<file path="src/rtl/alu_instr_encoder.sv">
// Encodes ALU/branch operation requests into RV32 instruction words and streams
// them out with an auto-incrementing byte address; unencodable requests are dropped and counted.
module alu_instr_encoder #(
  parameter int unsigned         ADDR_W    = 16,
  parameter logic [ADDR_W-1:0]   BASE_ADDR = '0
) (
  input  logic              clk,
  input  logic              rst_n,
  input  logic              in_valid,
  output logic              in_ready,
  input  logic [1:0]        in_kind,
  input  logic [3:0]        in_alu_control,
  input  logic              in_invert_cond,
  input  logic [4:0]        in_rd,
  input  logic [4:0]        in_rs1,
  input  logic [4:0]        in_rs2,
  input  logic [12:0]       in_imm,
  input  logic              addr_load,
  output logic              out_valid,
  input  logic              out_ready,
  output logic [31:0]       out_instr,
  output logic [ADDR_W-1:0] out_addr,
  output logic              err_pulse,
  output logic [7:0]        err_count
);

  typedef enum logic [3:0] {
    ALU_ADD    = 4'd0,
    ALU_SUB    = 4'd1,
    ALU_SLL    = 4'd2,
    ALU_SLT    = 4'd3,
    ALU_SLTU   = 4'd4,
    ALU_XOR    = 4'd5,
    ALU_SRL    = 4'd6,
    ALU_SRA    = 4'd7,
    ALU_OR     = 4'd8,
    ALU_AND    = 4'd9,
    ALU_XY_ADD = 4'd10,
    ALU_XY_SUB = 4'd11,
    ALU_NOOP   = 4'd12,
    ALU_A      = 4'd13,
    ALU_B      = 4'd14,
    ALU_EQUAL  = 4'd15
  } alu_control_t;

  localparam logic [6:0] OPC_R = 7'b0110011;
  localparam logic [6:0] OPC_I = 7'b0010011;
  localparam logic [6:0] OPC_B = 7'b1100011;

  alu_control_t      op;
  logic [2:0]        funct3;
  logic [6:0]        funct7;
  logic [2:0]        br_funct3;
  logic              enc_legal;
  logic [31:0]       enc_instr;
  logic              accept;
  logic [ADDR_W-1:0] addr_eff;

  logic              valid_q, valid_d;
  logic [31:0]       instr_q, instr_d;
  logic [ADDR_W-1:0] addr_q, addr_d;
  logic [ADDR_W-1:0] cnt_q, cnt_d;
  logic              err_pulse_q, err_pulse_d;
  logic [7:0]        err_cnt_q, err_cnt_d;

  assign op = alu_control_t'(in_alu_control);

  always_comb begin
    funct3 = 3'b000;
    funct7 = 7'b0000000;
    unique case (op)
      ALU_SLL:  funct3 = 3'b001;
      ALU_SLT:  funct3 = 3'b010;
      ALU_SLTU: funct3 = 3'b011;
      ALU_XOR:  funct3 = 3'b100;
      ALU_SRL:  funct3 = 3'b101;
      ALU_SRA:  funct3 = 3'b101;
      ALU_OR:   funct3 = 3'b110;
      ALU_AND:  funct3 = 3'b111;
      default:  funct3 = 3'b000;
    endcase
    unique case (op)
      ALU_SUB, ALU_SRA: funct7 = 7'b0100000;
      ALU_XY_ADD:       funct7 = 7'b1000000;
      ALU_XY_SUB:       funct7 = 7'b1100000;
      default:          funct7 = 7'b0000000;
    endcase
  end

  always_comb begin
    enc_legal = 1'b0;
    enc_instr = '0;
    br_funct3 = 3'b000;
    unique case (in_kind)
      2'd0: begin
        enc_legal = !(op inside {ALU_NOOP, ALU_A, ALU_B, ALU_EQUAL});
        enc_instr = {funct7, in_rs2, in_rs1, funct3, in_rd, OPC_R};
      end
      2'd1: begin
        if (op inside {ALU_SLL, ALU_SRL, ALU_SRA}) begin
          // Shift amount must be 0..31, so the upper immediate bits must all be zero
          enc_legal = (in_imm[12:5] == '0);
          enc_instr = {funct7, in_imm[4:0], in_rs1, funct3, in_rd, OPC_I};
        end else if (op inside {ALU_ADD, ALU_SLT, ALU_SLTU, ALU_XOR, ALU_OR, ALU_AND}) begin
          enc_legal = (in_imm[12] == in_imm[11]);
          enc_instr = {in_imm[11:0], in_rs1, funct3, in_rd, OPC_I};
        end
      end
      2'd2: begin
        unique case (op)
          ALU_EQUAL: br_funct3 = {2'b00, in_invert_cond};
          ALU_SLT:   br_funct3 = {2'b10, in_invert_cond};
          ALU_SLTU:  br_funct3 = {2'b11, in_invert_cond};
          default:   br_funct3 = 3'b000;
        endcase
        enc_legal = (op inside {ALU_EQUAL, ALU_SLT, ALU_SLTU}) && !in_imm[0];
        enc_instr = {in_imm[12], in_imm[10:5], in_rs2, in_rs1, br_funct3,
                     in_imm[4:1], in_imm[11], OPC_B};
      end
      default: begin
        enc_legal = 1'b0;
        enc_instr = '0;
      end
    endcase
  end

  assign in_ready = !valid_q || out_ready;
  assign accept   = in_valid && in_ready;
  // A reload while empty also redirects a request accepted in the same cycle
  assign addr_eff = (addr_load && !valid_q) ? BASE_ADDR : cnt_q;

  always_comb begin
    valid_d     = valid_q;
    instr_d     = instr_q;
    addr_d      = addr_q;
    cnt_d       = cnt_q;
    err_pulse_d = 1'b0;
    err_cnt_d   = err_cnt_q;
    if (valid_q && out_ready) valid_d = 1'b0;
    if (addr_load && !valid_q) cnt_d = BASE_ADDR;
    if (accept) begin
      if (enc_legal) begin
        valid_d = 1'b1;
        instr_d = enc_instr;
        addr_d  = addr_eff;
        cnt_d   = addr_eff + ADDR_W'(4);
      end else begin
        err_pulse_d = 1'b1;
        if (err_cnt_q != 8'hFF) err_cnt_d = err_cnt_q + 8'd1;
      end
    end
  end

  always_ff @(posedge clk or negedge rst_n) begin
    if (!rst_n) begin
      valid_q     <= 1'b0;
      instr_q     <= '0;
      addr_q      <= '0;
      cnt_q       <= BASE_ADDR;
      err_pulse_q <= 1'b0;
      err_cnt_q   <= '0;
    end else begin
      valid_q     <= valid_d;
      instr_q     <= instr_d;
      addr_q      <= addr_d;
      cnt_q       <= cnt_d;
      err_pulse_q <= err_pulse_d;
      err_cnt_q   <= err_cnt_d;
    end
  end

  assign out_valid = valid_q;
  assign out_instr = instr_q;
  assign out_addr  = addr_q;
  assign err_pulse = err_pulse_q;
  assign err_count = err_cnt_q;

endmodule

</file>
<file path="config.mk">
export PLATFORM = sky130hd
export DESIGN_NAME = alu_instr_encoder
export DESIGN_NICKNAME = d
export VERILOG_FILES = /design/src/rtl/alu_instr_encoder.sv
export SDC_FILE = /design/constraint.sdc
export NUM_CORES = 1
export LEC_CHECK = 0
export BUFFER_PORTS_ARGS = -buffer_cell sky130_fd_sc_hd__buf_2
export CORE_MARGIN = 2
export CORE_UTILIZATION = 47
export DETAILED_ROUTE_END_ITERATION = 10
export GPL_TIMING_DRIVEN = 0
export PLACE_DENSITY = 0.74
export SKIP_CTS_REPAIR_TIMING = 1
export SLEW_MARGIN = 5
export SYNTH_ARGS = -nofsm -noshare
export SYNTH_HDL_FRONTEND = slang
export SYNTH_SLANG_ARGS = --single-unit
</file>
<file path="constraint.sdc">
create_clock -name clk -period 1.7 [get_ports clk]
set_input_delay 0.425 -clock clk [delete_from_list [all_inputs] [get_ports clk]]
set_output_delay 0.425 -clock clk [all_outputs]
set_load 0.02 [all_outputs]
</file>
==> results.md <==
| Quantity | Value |
|:---|:---|
| Hold WC Path Type | in2reg |
| Buffers & Inverters on Critical Path | 6 |
| Number of cells traversed by the worst hold path | 2 |
| Highest-count cells in the layout ignoring fill and taps | 93 x buf_2, 71 x dfrtp_1, 32 x nand2_1, 27 x nand2_2, 21 x o21ai_2 |
| Crit path required time | 1.94 ns |
| CTS clock-pin slew for the worst setup and hold paths | 0.09 ns |
| Number of buffers inserted by port buffering | 94 |
| Maximum count of clock buffers along a single path | 2 |
| Row count | 31 |
| Netlist area before placement | 3468 sq um |
| Remaining max-slew budget at the tightest pin | 0.5257 |
| Prevailing post-synth register cell | dfrtp_1 |
| Largest vdd supply drop | 0.6026 mV |
| DR pass1 iterations | 4 |
| Power per unit of standard cell area | 990.5 nW/um^2 |
| Remaining DRCs | 0 |
| Clock latency of the later-clocked register in the worst-skew pair | 0.35 ns |
| Most common cell after layout, fill and taps aside | buf_2 |
| I/O pin count | 99 |
| Top fanout value on the critical path | 6 |
| Vias after detailed routing | 3,275 |
| Leakage | 2.472 nW |
| Routed wire length per instance | 16.57 um |
| Critical path class | in2reg |
| Antenna violations before repair | 0 |
| Number of global-route vias before repair | 2,994 |
| Count of cell instances traversed by the critical path | 11 |
| Post-placement cell area | 4131 sq um |
| Global-route usage over all layers | 0.2143 |
| Global-route wire length before repair | 14.04 mm |
| Timing-limited maximum frequency | 467.4 MHz |
| Signal arrival time at the worst endpoint | 2.38 ns |
| Cell repeated most along the worst path | buf_6 |
| Ratio of routed vias to standard cells | 5.486 |
| Min Clock Period, post-route | 2.139 ns |
| Starting Density | 0.4807 |
| Final setup violation count | 69 |
| Post-route cell area | 5120 sq um |
| Height of the die | 89.91 um |
| Largest stage delay, worst path | 0.38 ns |
| Count of unique library cells instantiated by Yosys | 57 |
| Post-synthesis sequential area ratio | 0.5123 |
| Number of antenna repair diodes | 0 |
| Ordered list of cells on the worst path | buf_6, buf_8, buf_4, nor2b_4, o311a_4, nor3_4, buf_6, o21ai_4, buf_6, buf_8, mux2_2 |
| Share of final-layout standard cells stronger than drive strength 1 | 0.5080 |
| Synthesized area divided by synthesized cell count | 9.608 sq um |
| Max-capacitance violation count | 0 |
| Final hold slack | 0.2988 ns |
| Total wire length after detailed routing | 9.892 mm |
| Worst clock skew | 0.01023 ns |
| DRT iter0 DRCs | 183 |
| DPL Wire Length | 6.092 mm |
| Master of the slowest instance on the critical path | o311a_4 |
| Final Worst Setup Slack | -0.4393 ns |
| Number of levels in the clock H-tree | 3 |
| Cell depth of the worst flop-to-flop path | 9 |
| Final number of hold-violating endpoints | 0 |
| Portion of the clock cycle consumed by the worst path in the final layout | 1.258 |
| Transition time at the pin with the least slew margin | 0.7067 ns |
| Nets@finish | 536 |
| Synth warnings | 0 |
| Unrepaired setup endpoints after global routing | true |
| Final weighted congestion in routability-driven placement | 0.8719 |
| Final Max Tran Viols | 0 |
| Die extent in x | 89.91 um |
| Violated checks | negative setup slack |
| Post-route antenna net violation count | 0 |
| CP Launch Type | input port |
| Flops & latches, synth | 71 |
| Async S/R FF share, synth | 1.000 |
| Summed negative setup slack over all endpoints | -22.21 ns |
| Top Family by Delay on Critical Path | buffers and inverters |
| Placeable Area | 7214 sq um |
| CTS tree | yes |
| Cell at the root of the clock tree | clkbuf_8 |
| Syn Inst Count | 361 |
| Area enclosed by the die boundary | 8083 sq um |
| GRT Residual Overflow | 0 |
| Utilization after layout | 0.7097 |
| Number of enable-type register cells in the synthesized netlist | 0 |
| Run status | finished, violations left |
| Number of buffers created by CTS | 9 |
| Worst Setup End Kind | register |
| Synthesis-to-finish area growth | 47.62% |
| # clock sinks | 71 |
| Pin count of the biggest net entering global routing | 63 |
-- area by class of cell --
class	count	area (sq um)
fillers	538	2095
multi-input cells	261	1908
flip-flops and latches	71	1777
repair buffers	121	839.6
plain buffers	23	221.5
clock buffers	9	123.9
well taps	99	123.9
clock inverters	7	103.9
inverters	6	22.52
-- report_power, final --
part	total, W	switching, W	internal [W]
combinational	0.00139	0.000815	0.000577
clock	0.00156	0.000711	0.000844
sequential	0.00212	0.000210	0.00191
-- registers in the layout, summed over array words and instances (netlist names) --
| register | cells |
|---|---|
| out_instr | 29 |
| cnt_q | 16 |
| out_valid | 1 |
| err_count | 8 |
| out_addr | 16 |
| err_pulse | 1 |
-- Yosys cell counts, types with 6 or more instances --
| cell type | n | area, sq um |
|---|---|---|
| mux2_2 | 13 | 146.4 |
| xor2_1 | 7 | 61.31 |
| nor2b_1 | 8 | 50.05 |
| dfrtp_1 | 71 | 1777 |
| clkbuf_1 | 14 | 52.55 |
| a21oi_1 | 17 | 85.08 |
| nor2_1 | 12 | 45.04 |
| nand2_1 | 65 | 244.0 |
| a22oi_1 | 6 | 45.04 |
| nand3_1 | 14 | 70.07 |
| nor3_1 | 8 | 40.04 |
| inv_1 | 6 | 22.52 |
| o21ai_0 | 44 | 220.2 |
-- routing by layer --
metal	vias to the layer above	global-route usage	routed length [um]
li1	1520	-	-
met1	1561	0.2642	3919
met2	169	0.3687	4986
met3	25	0.05448	752
met5	-	0	0
met4	0	0.07308	234
-- cells by family after synthesis --
family          count (synthesis)  synth area share
mux                            15           0.04798
flops                          71            0.5123
compound gates                 84            0.1468
simple gates                  145            0.2100
buf+inv                        30           0.04077
xor+xnor                       12           0.03030
fa+ha+maj                       3           0.01082
other cells                     1          0.001081
-- worst register-to-register path, delay by kind of cell (launching register included) --
kind / cells / cell delay, ns
simple gates: 5 / 1.00
buf+inv: 1 / 0.12
fa+ha+maj: 1 / 0.19
compound gates: 2 / 0.27
flops: 1 / 0.38
-- metrics by stage --
stage	cells	setup slack [ns]	total power (W)
finish	597	-0.4393	0.005071
detailed placement	556	-0.9536	0.003247
global placement	555	-0.9353	0.003208
floorplan	362	-0.6136	0.002794
CTS	572	-0.6520	0.004782
global route	597	-0.4805	0.005315
-- worst paths after layout --
kind	end	slack, ns	start
min	out_instr[18]$_DFFE_PN0P_	0.30	in_rs1[3]
max	out_addr[3]$_DFFE_PN0P_	-0.44	in_alu_control[0]
min in group asynchronous	out_addr[11]$_DFFE_PN0P_	0.44	rst_n
max in group asynchronous	out_instr[12]$_DFFE_PN0P_	0.72	rst_n
min reg2reg	cnt_q[15]$_DFF_PN0_	0.46	cnt_q[15]$_DFF_PN0_
max reg2reg	cnt_q[14]$_DFF_PN0_	-0.32	out_valid$_DFF_PN0_
No activity file was read; power rests on OpenSTA's default activity.
